`config.mk`:
```
export PLATFORM = sky130hd
export DESIGN_NAME = node_mac_seq_flat
export DESIGN_NICKNAME = d
export VERILOG_FILES = /design/src/rtl/node_mac_seq_if.sv /design/src/rtl/node_mac_seq.sv /design/src/flat_wrapper.sv
export SDC_FILE = /design/constraint.sdc
export NUM_CORES = 2
export LEC_CHECK = 0
export CORE_AREA = 2 2 467 469
export CTS_BUF_LIST = sky130_fd_sc_hd__clkbuf_16
export DETAILED_ROUTE_END_ITERATION = 6
export DIE_AREA = 0 0 469 471
export PLACE_DENSITY = 0.44
export SLEW_MARGIN = 20
export SYNTH_ARGS = -nofsm -noshare
export SYNTH_HDL_FRONTEND = slang
export SYNTH_SLANG_ARGS = --single-unit
```
`constraint.sdc`:
```
create_clock -name clk -period 60.4 [get_ports clk]
set_input_delay 12.08 -clock clk [delete_from_list [all_inputs] [get_ports clk]]
set_output_delay 12.08 -clock clk [all_outputs]
set_load 0.01 [all_outputs]
```
`src/rtl/node_mac_seq_if.sv`:
```
// Streaming activation / weight-write / result bundle for node_mac_seq.
// master drives activations, weight writes and result acceptance; slave is the node.
interface node_mac_seq_if #(
  parameter int WIDTH = 32,
  parameter int AW    = 4
);
  logic             in_valid;
  logic             in_ready;
  logic [WIDTH-1:0] in_data;
  logic             w_we;
  logic [AW-1:0]    w_addr;
  logic [WIDTH-1:0] w_data;
  logic             out_valid;
  logic             out_ready;
  logic [WIDTH-1:0] out_data;
  logic             busy;

  modport master (
    output in_valid, in_data, w_we, w_addr, w_data, out_ready,
    input  in_ready, out_valid, out_data, busy
  );

  modport slave (
    input  in_valid, in_data, w_we, w_addr, w_data, out_ready,
    output in_ready, out_valid, out_data, busy
  );
endinterface

```
`src/rtl/node_mac_seq.sv`:
```
// Time-multiplexed float32 neuron: ReLU(sum A[i]*W[i]) with one multiplier and one adder.
// Optional bias entry/state enabled by defining NODE_MAC_BIAS_EN.
module float_mult (
  input  logic [31:0] a,
  input  logic [31:0] b,
  output logic [31:0] y
);
  logic [47:0]       p;
  logic signed [9:0] e;
  logic [22:0]       m;
  logic              g;
  logic              st;
  logic [23:0]       r;
  logic              s;

  always_comb begin
    s = a[31] ^ b[31];
    p = 48'({1'b1, a[22:0]}) * 48'({1'b1, b[22:0]});
    e = signed'({2'b00, a[30:23]}) + signed'({2'b00, b[30:23]}) - 10'sd127;
    if (p[47]) begin
      m  = p[46:24];
      g  = p[23];
      st = |p[22:0];
      e  = e + 10'sd1;
    end else begin
      m  = p[45:23];
      g  = p[22];
      st = |p[21:0];
    end
    // round to nearest, ties to even; a mantissa carry bumps the exponent
    r = {1'b0, m} + 24'(g & (st | m[0]));
    if (r[23]) e = e + 10'sd1;
    if (a[30:23] == 8'd0 || b[30:23] == 8'd0)           y = {s, 31'd0};
    else if (a[30:23] == 8'hFF || b[30:23] == 8'hFF)    y = {s, 8'hFF, 23'd0};
    else if (e >= 10'sd255)                             y = {s, 8'hFF, 23'd0};
    else if (e <= 10'sd0)                               y = {s, 31'd0};
    else                                                y = {s, e[7:0], r[22:0]};
  end
endmodule

module float_adder (
  input  logic [31:0] a,
  input  logic [31:0] b,
  output logic [31:0] y
);
  logic [31:0]       x;
  logic [31:0]       z;
  logic [26:0]       xm;
  logic [26:0]       zm;
  logic [26:0]       zsh;
  logic [26:0]       mask;
  logic [7:0]        d;
  logic              sticky;
  logic [27:0]       s;
  logic [4:0]        lz;
  logic [26:0]       n;
  logic signed [9:0] e;
  logic [23:0]       r;

  always_comb begin
    x    = (b[30:0] > a[30:0]) ? b : a;
    z    = (b[30:0] > a[30:0]) ? a : b;
    xm   = (x[30:23] != 8'd0) ? {1'b1, x[22:0], 3'b000} : '0;
    zm   = (z[30:23] != 8'd0) ? {1'b1, z[22:0], 3'b000} : '0;
    d    = x[30:23] - z[30:23];
    mask = ~({27{1'b1}} << d);
    if (d > 8'd26) begin
      zsh    = '0;
      sticky = |zm;
    end else begin
      zsh    = zm >> d;
      sticky = |(zm & mask);
    end
    zsh[0] = zsh[0] | sticky;
    s = (x[31] ^ z[31]) ? ({1'b0, xm} - {1'b0, zsh}) : ({1'b0, xm} + {1'b0, zsh});
    lz = 5'd27;
    for (int unsigned i = 0; i < 27; i++) begin
      if (s[i]) lz = 5'(26 - i);
    end
    if (s[27]) begin
      n = {s[27:2], s[1] | s[0]};
      e = signed'({2'b00, x[30:23]}) + 10'sd1;
    end else begin
      n = s[26:0] << lz;
      e = signed'({2'b00, x[30:23]}) - signed'({5'd0, lz});
    end
    r = {1'b0, n[25:3]} + 24'(n[2] & (n[1] | n[0] | n[3]));
    if (r[23]) e = e + 10'sd1;
    if (x[30:23] == 8'd0)       y = {x[31] & z[31], 31'd0};
    else if (s == 28'd0)        y = '0;
    else if (e >= 10'sd255)     y = {x[31], 8'hFF, 23'd0};
    else if (e <= 10'sd0)       y = {x[31], 31'd0};
    else                        y = {x[31], e[7:0], r[22:0]};
  end
endmodule

module node_mac_seq #(
  parameter int N_INPUTS = 15,
  parameter int WIDTH    = 32,
  parameter int RELU     = 1,
  parameter int AW       = $clog2(N_INPUTS + 1)
) (
  input logic            clk,
  input logic            rst,
  node_mac_seq_if.slave  bus
);
`ifdef NODE_MAC_BIAS_EN
  localparam int unsigned NW = N_INPUTS + 1;
  typedef enum logic [1:0] {ACC, BIAS, OUT} state_t;
`else
  localparam int unsigned NW = N_INPUTS;
  typedef enum logic [1:0] {ACC, OUT} state_t;
`endif
  localparam logic [AW:0]   NW_L = (AW + 1)'(NW);
  localparam logic [AW-1:0] LAST = AW'(N_INPUTS - 1);

  state_t           state_q, state_d;
  logic [AW-1:0]    cnt_q, cnt_d;
  logic [WIDTH-1:0] acc_q, acc_d;
  logic [WIDTH-1:0] out_data_q, out_data_d;
  logic [WIDTH-1:0] w_q [NW];
  logic [WIDTH-1:0] prod;
  logic [WIDTH-1:0] add_b;
  logic [WIDTH-1:0] add_y;
  logic [WIDTH-1:0] beat_sum;
  logic             beat;

  function automatic logic [WIDTH-1:0] relu(input logic [WIDTH-1:0] v);
    return (RELU != 0 && v[WIDTH-1]) ? '0 : v;
  endfunction

  // Weight read is combinational, so a same-cycle write is seen by the next beat only.
  float_mult  u_mul (.a(bus.in_data), .b(w_q[cnt_q]), .y(prod));
  float_adder u_add (.a(acc_q), .b(add_b), .y(add_y));

  always_comb begin
    state_d    = state_q;
    cnt_d      = cnt_q;
    acc_d      = acc_q;
    out_data_d = out_data_q;
    beat       = bus.in_valid && (state_q == ACC);
    add_b      = prod;
`ifdef NODE_MAC_BIAS_EN
    if (state_q == BIAS) add_b = w_q[N_INPUTS];
`endif
    beat_sum   = (cnt_q == '0) ? prod : add_y;
    unique case (state_q)
      ACC: begin
        if (beat) begin
          acc_d = beat_sum;
          if (cnt_q == LAST) begin
            cnt_d = '0;
`ifdef NODE_MAC_BIAS_EN
            state_d = BIAS;
`else
            state_d    = OUT;
            out_data_d = relu(beat_sum);
`endif
          end else begin
            cnt_d = cnt_q + AW'(1);
          end
        end
      end
`ifdef NODE_MAC_BIAS_EN
      BIAS: begin
        out_data_d = relu(add_y);
        state_d    = OUT;
      end
`endif
      OUT: begin
        if (bus.out_ready) state_d = ACC;
      end
      default: state_d = ACC;
    endcase
  end

  always_ff @(posedge clk) begin
    if (rst) begin
      state_q    <= ACC;
      cnt_q      <= '0;
      acc_q      <= '0;
      out_data_q <= '0;
    end else begin
      state_q    <= state_d;
      cnt_q      <= cnt_d;
      acc_q      <= acc_d;
      out_data_q <= out_data_d;
    end
  end

  always_ff @(posedge clk) begin
    if (bus.w_we && ({1'b0, bus.w_addr} < NW_L)) w_q[bus.w_addr] <= bus.w_data;
  end

  assign bus.in_ready  = (state_q == ACC);
  assign bus.out_valid = (state_q == OUT);
  assign bus.out_data  = out_data_q;
  assign bus.busy      = (state_q != ACC) || (cnt_q != '0);
endmodule
```
`src/flat_wrapper.sv`:
```
// flat-port wrapper written by rule: the top's interface ports become plain ports
module node_mac_seq_flat 
#(
  parameter int N_INPUTS = 15,
  parameter int WIDTH    = 32,
  parameter int RELU     = 1,
  parameter int AW       = $clog2(N_INPUTS + 1)
)
  (clk, rst, bus_in_valid, bus_in_data, bus_w_we, bus_w_addr, bus_w_data, bus_out_ready, bus_in_ready, bus_out_valid, bus_out_data, bus_busy);
  node_mac_seq_if #(.WIDTH(WIDTH), .AW(AW)) bus_i ();
  input logic clk;
  input logic rst;
  input wire logic [$bits(bus_i.in_valid)-1:0] bus_in_valid;
  input wire logic [$bits(bus_i.in_data)-1:0] bus_in_data;
  input wire logic [$bits(bus_i.w_we)-1:0] bus_w_we;
  input wire logic [$bits(bus_i.w_addr)-1:0] bus_w_addr;
  input wire logic [$bits(bus_i.w_data)-1:0] bus_w_data;
  input wire logic [$bits(bus_i.out_ready)-1:0] bus_out_ready;
  output wire logic [$bits(bus_i.in_ready)-1:0] bus_in_ready;
  output wire logic [$bits(bus_i.out_valid)-1:0] bus_out_valid;
  output wire logic [$bits(bus_i.out_data)-1:0] bus_out_data;
  output wire logic [$bits(bus_i.busy)-1:0] bus_busy;
  assign bus_i.in_valid = bus_in_valid;
  assign bus_i.in_data = bus_in_data;
  assign bus_i.w_we = bus_w_we;
  assign bus_i.w_addr = bus_w_addr;
  assign bus_i.w_data = bus_w_data;
  assign bus_i.out_ready = bus_out_ready;
  assign bus_in_ready = bus_i.in_ready;
  assign bus_out_valid = bus_i.out_valid;
  assign bus_out_data = bus_i.out_data;
  assign bus_busy = bus_i.busy;
  node_mac_seq #(.N_INPUTS(N_INPUTS), .WIDTH(WIDTH), .RELU(RELU), .AW(AW)) u_core (.clk(clk), .rst(rst), .bus(bus_i));
endmodule
```
==> out/results.ini <==
[status]
outcome=finished clean

[route]
detail-route-antenna-nets=0
vias=41866
wl_um=192800
post-route-drc-count=0
drt_iter0_markers=3400
viasPerCell=5.020
first_pass_iters=6
routedWlPerCell_um=23.12

[die]
chipHeight_um=471
core-area_mm2=0.2161
pin_count=108
core.rowCount=171
start_util_pct=24.88
die_w_um=469
die_area_mm2=0.2209

[global_routing]
grt_pass1_vias=42882
grt_use_total_pct=17.23
grt_pass1_wl_um=288400
grt-ovfl-total=0
grt_max_degree=104
antenna_found_initial=14

[cts]
clockBufferDepth=3
cts_tree=built
clk_pin_slew_ns=0.06
cts_hold_buffers=0
cts_root_buf=clkbuf_16
clock_sinks=552
clock_latency_ns=0.64
ctsResizeCount=0
postCtsSetupRepairBufs=0
cts_max_level=2
cts_inserted_buffers=55

[worst_setup_path]
required_ns=60.91
critPathKind=in2reg
cp_max_fo=84
endpoint_kind=flip-flop
slowest_delay_ns=0.93
cpMostUsedCell=inv_1
slowest_stage=clkdlybuf4s50_1
cp.arrival_ns=41.72
startpoint_type=primary input

[yosys]
synth-seq-cells=552
postSynth.asyncResetShare_pct=0
ys.warnings.count=0
synth_area_per_cell_um2=9.797
syn-num-nets=6301
synth_cells=5488
synth_flop_cell=edfxtp_1
synth_area_mm2=0.05377
ys_types=118
synth_edf_count=480
seq_area_frac_synth_pct=29.49

[min_path]
hold_path_class=reg2reg

[place]
dp_hpwl_um=143800
pre_cts_ws_ns=19.17
port_buffers=106
dpl.cell_count=8236
place_congestion=0.9418

[sta]
max_slew.worst_pin.slew_ns=1.151
fin_skew_ns=0.04674
slew_headroom_pct=21.26
max_freq_mhz=24.27
rsz0062_at_grt=false
timing.final.ws_setup_ns=19.19
finalCriticalPeriod_ns=41.21
setup_viol=0
fin_crit_sh_pct=68.22
slew_violations=0
setup_tns_ns=0
hold_viol=0

[finish]
syn_to_final_growth_pct=11.28
drive_above_1_share_pct=7.549
fin_util_pct=27.69
finalNetCount=6252
layoutNonFillerInstCount=8340
fill_cells=22821

[job]
maxCapViolations=0

[worst paths after layout]
check	start	end	slack, ns	cells after the start
setup / recovery	bus_in_data[7]	u_core.acc_q[6]$_SDFFE_PP0P_	19.19	92
hold / removal	u_core.bus.out_data[28]$_SDFFE_PP0P_	u_core.bus.out_data[28]$_SDFFE_PP0P_	0.46	2
setup reg to reg	flip-flop	u_core.acc_q[6]$_SDFFE_PP0P_	28.18	95
hold reg to reg	u_core.bus.out_data[28]$_SDFFE_PP0P_	u_core.bus.out_data[28]$_SDFFE_PP0P_	0.46	2
[metal layers]
| metal | vias to the layer above | wire length, µm | track usage (%) |
|---|---|---|---|
| li1 | 18996 | - | - |
| met3 | 236 | 9937 | 2.149 |
| met4 | 12 | 6362 | 5.248 |
| met2 | 1156 | 90520 | 28.30 |
| met1 | 21466 | 85910 | 23.52 |
| met5 | - | 72 | 0 |
[synth_stat cells, types with 72 or more instances]
master,n,share of area [%]
nor2_1,332,2.3
a21oi_1,240,2.2
dfxtp_1,72,2.7
ha_1,256,6.0
mux2i_1,120,2.2
xnor2_1,97,1.6
nand2_1,642,4.5
clkbuf_1,229,1.6
nand3_1,116,1.1
nor3_1,98,0.91
edfxtp_1,480,27
inv_1,692,4.8
mux4_2,134,5.6
fa_1,484,18
o21ai_0,168,1.6
xor2_1,72,1.2
and2_1,247,2.9
[cell type report]
class	instances	area (µm²)	area share (%)
antenna	2	5.005	0.008365
clock buffer	55	1376	2.300
clock inverter	47	420.4	0.7027
inverter	704	2643	4.417
multi-input combinational	3940	34270	57.28
sequential	552	15870	26.52
tap	2854	3571	5.969
timing repair buffer	186	1674	2.798
[state kept, by name, indices dropped and copies added (netlist names), named ones only]
| name | cells |
|---|---|
| u_core.state_q | 1 |
| u_core.cnt_q | 4 |
| u_core.acc_q | 32 |
| u_core.w_q | 480 |
| u_core.bus.out_data | 31 |
[critical path, delay by kind of cell]
kind	cells	cell delay [ns]
AO/OA/AOI/OAI	28	7.24
XOR/XNOR	1	0.25
adder cells (fa/ha/maj)	11	5.19
buffers and inverters	15	4.63
multiplexers	2	0.76
AND/OR/NAND/NOR	35	11.46
[per-stage QoR]
stage,hold WS [ns],area (µm²)
detailed placement,0.4500,58030
global placement,0.4403,58030
global route,0.4845,59830
CTS,0.4669,59820
finish,0.4619,59830
floorplan,0.4695,53770
[logic make-up after synthesis]
group                    synth area share [%]
AND/OR/NAND/NOR                         15.68
buffers and inverters                   7.072
other                                0.006975
XOR/XNOR                                2.814
flip-flops                              29.49
AO/OA/AOI/OAI                           12.61
multiplexers                            8.313
adder cells (fa/ha/maj)                 24.02
[cells in the final DEF, fill, tap and decap left out, types with 95 or more instances in the layout]
master	instances
xnor2_1	95
inv_1	700
and2_1	247
a21oi_1	239
clkdlybuf4s50_1	106
mux4_2	134
o21ai_0	168
fa_1	484
nor2_1	320
nand2_1	642
nand3_1	116
mux2i_1	120
ha_1	256
edfxtp_1	480
Power is left out: the tool's default activity adds up to more than one toggle a clock period on the data nets, which glitch-free logic cannot reach.
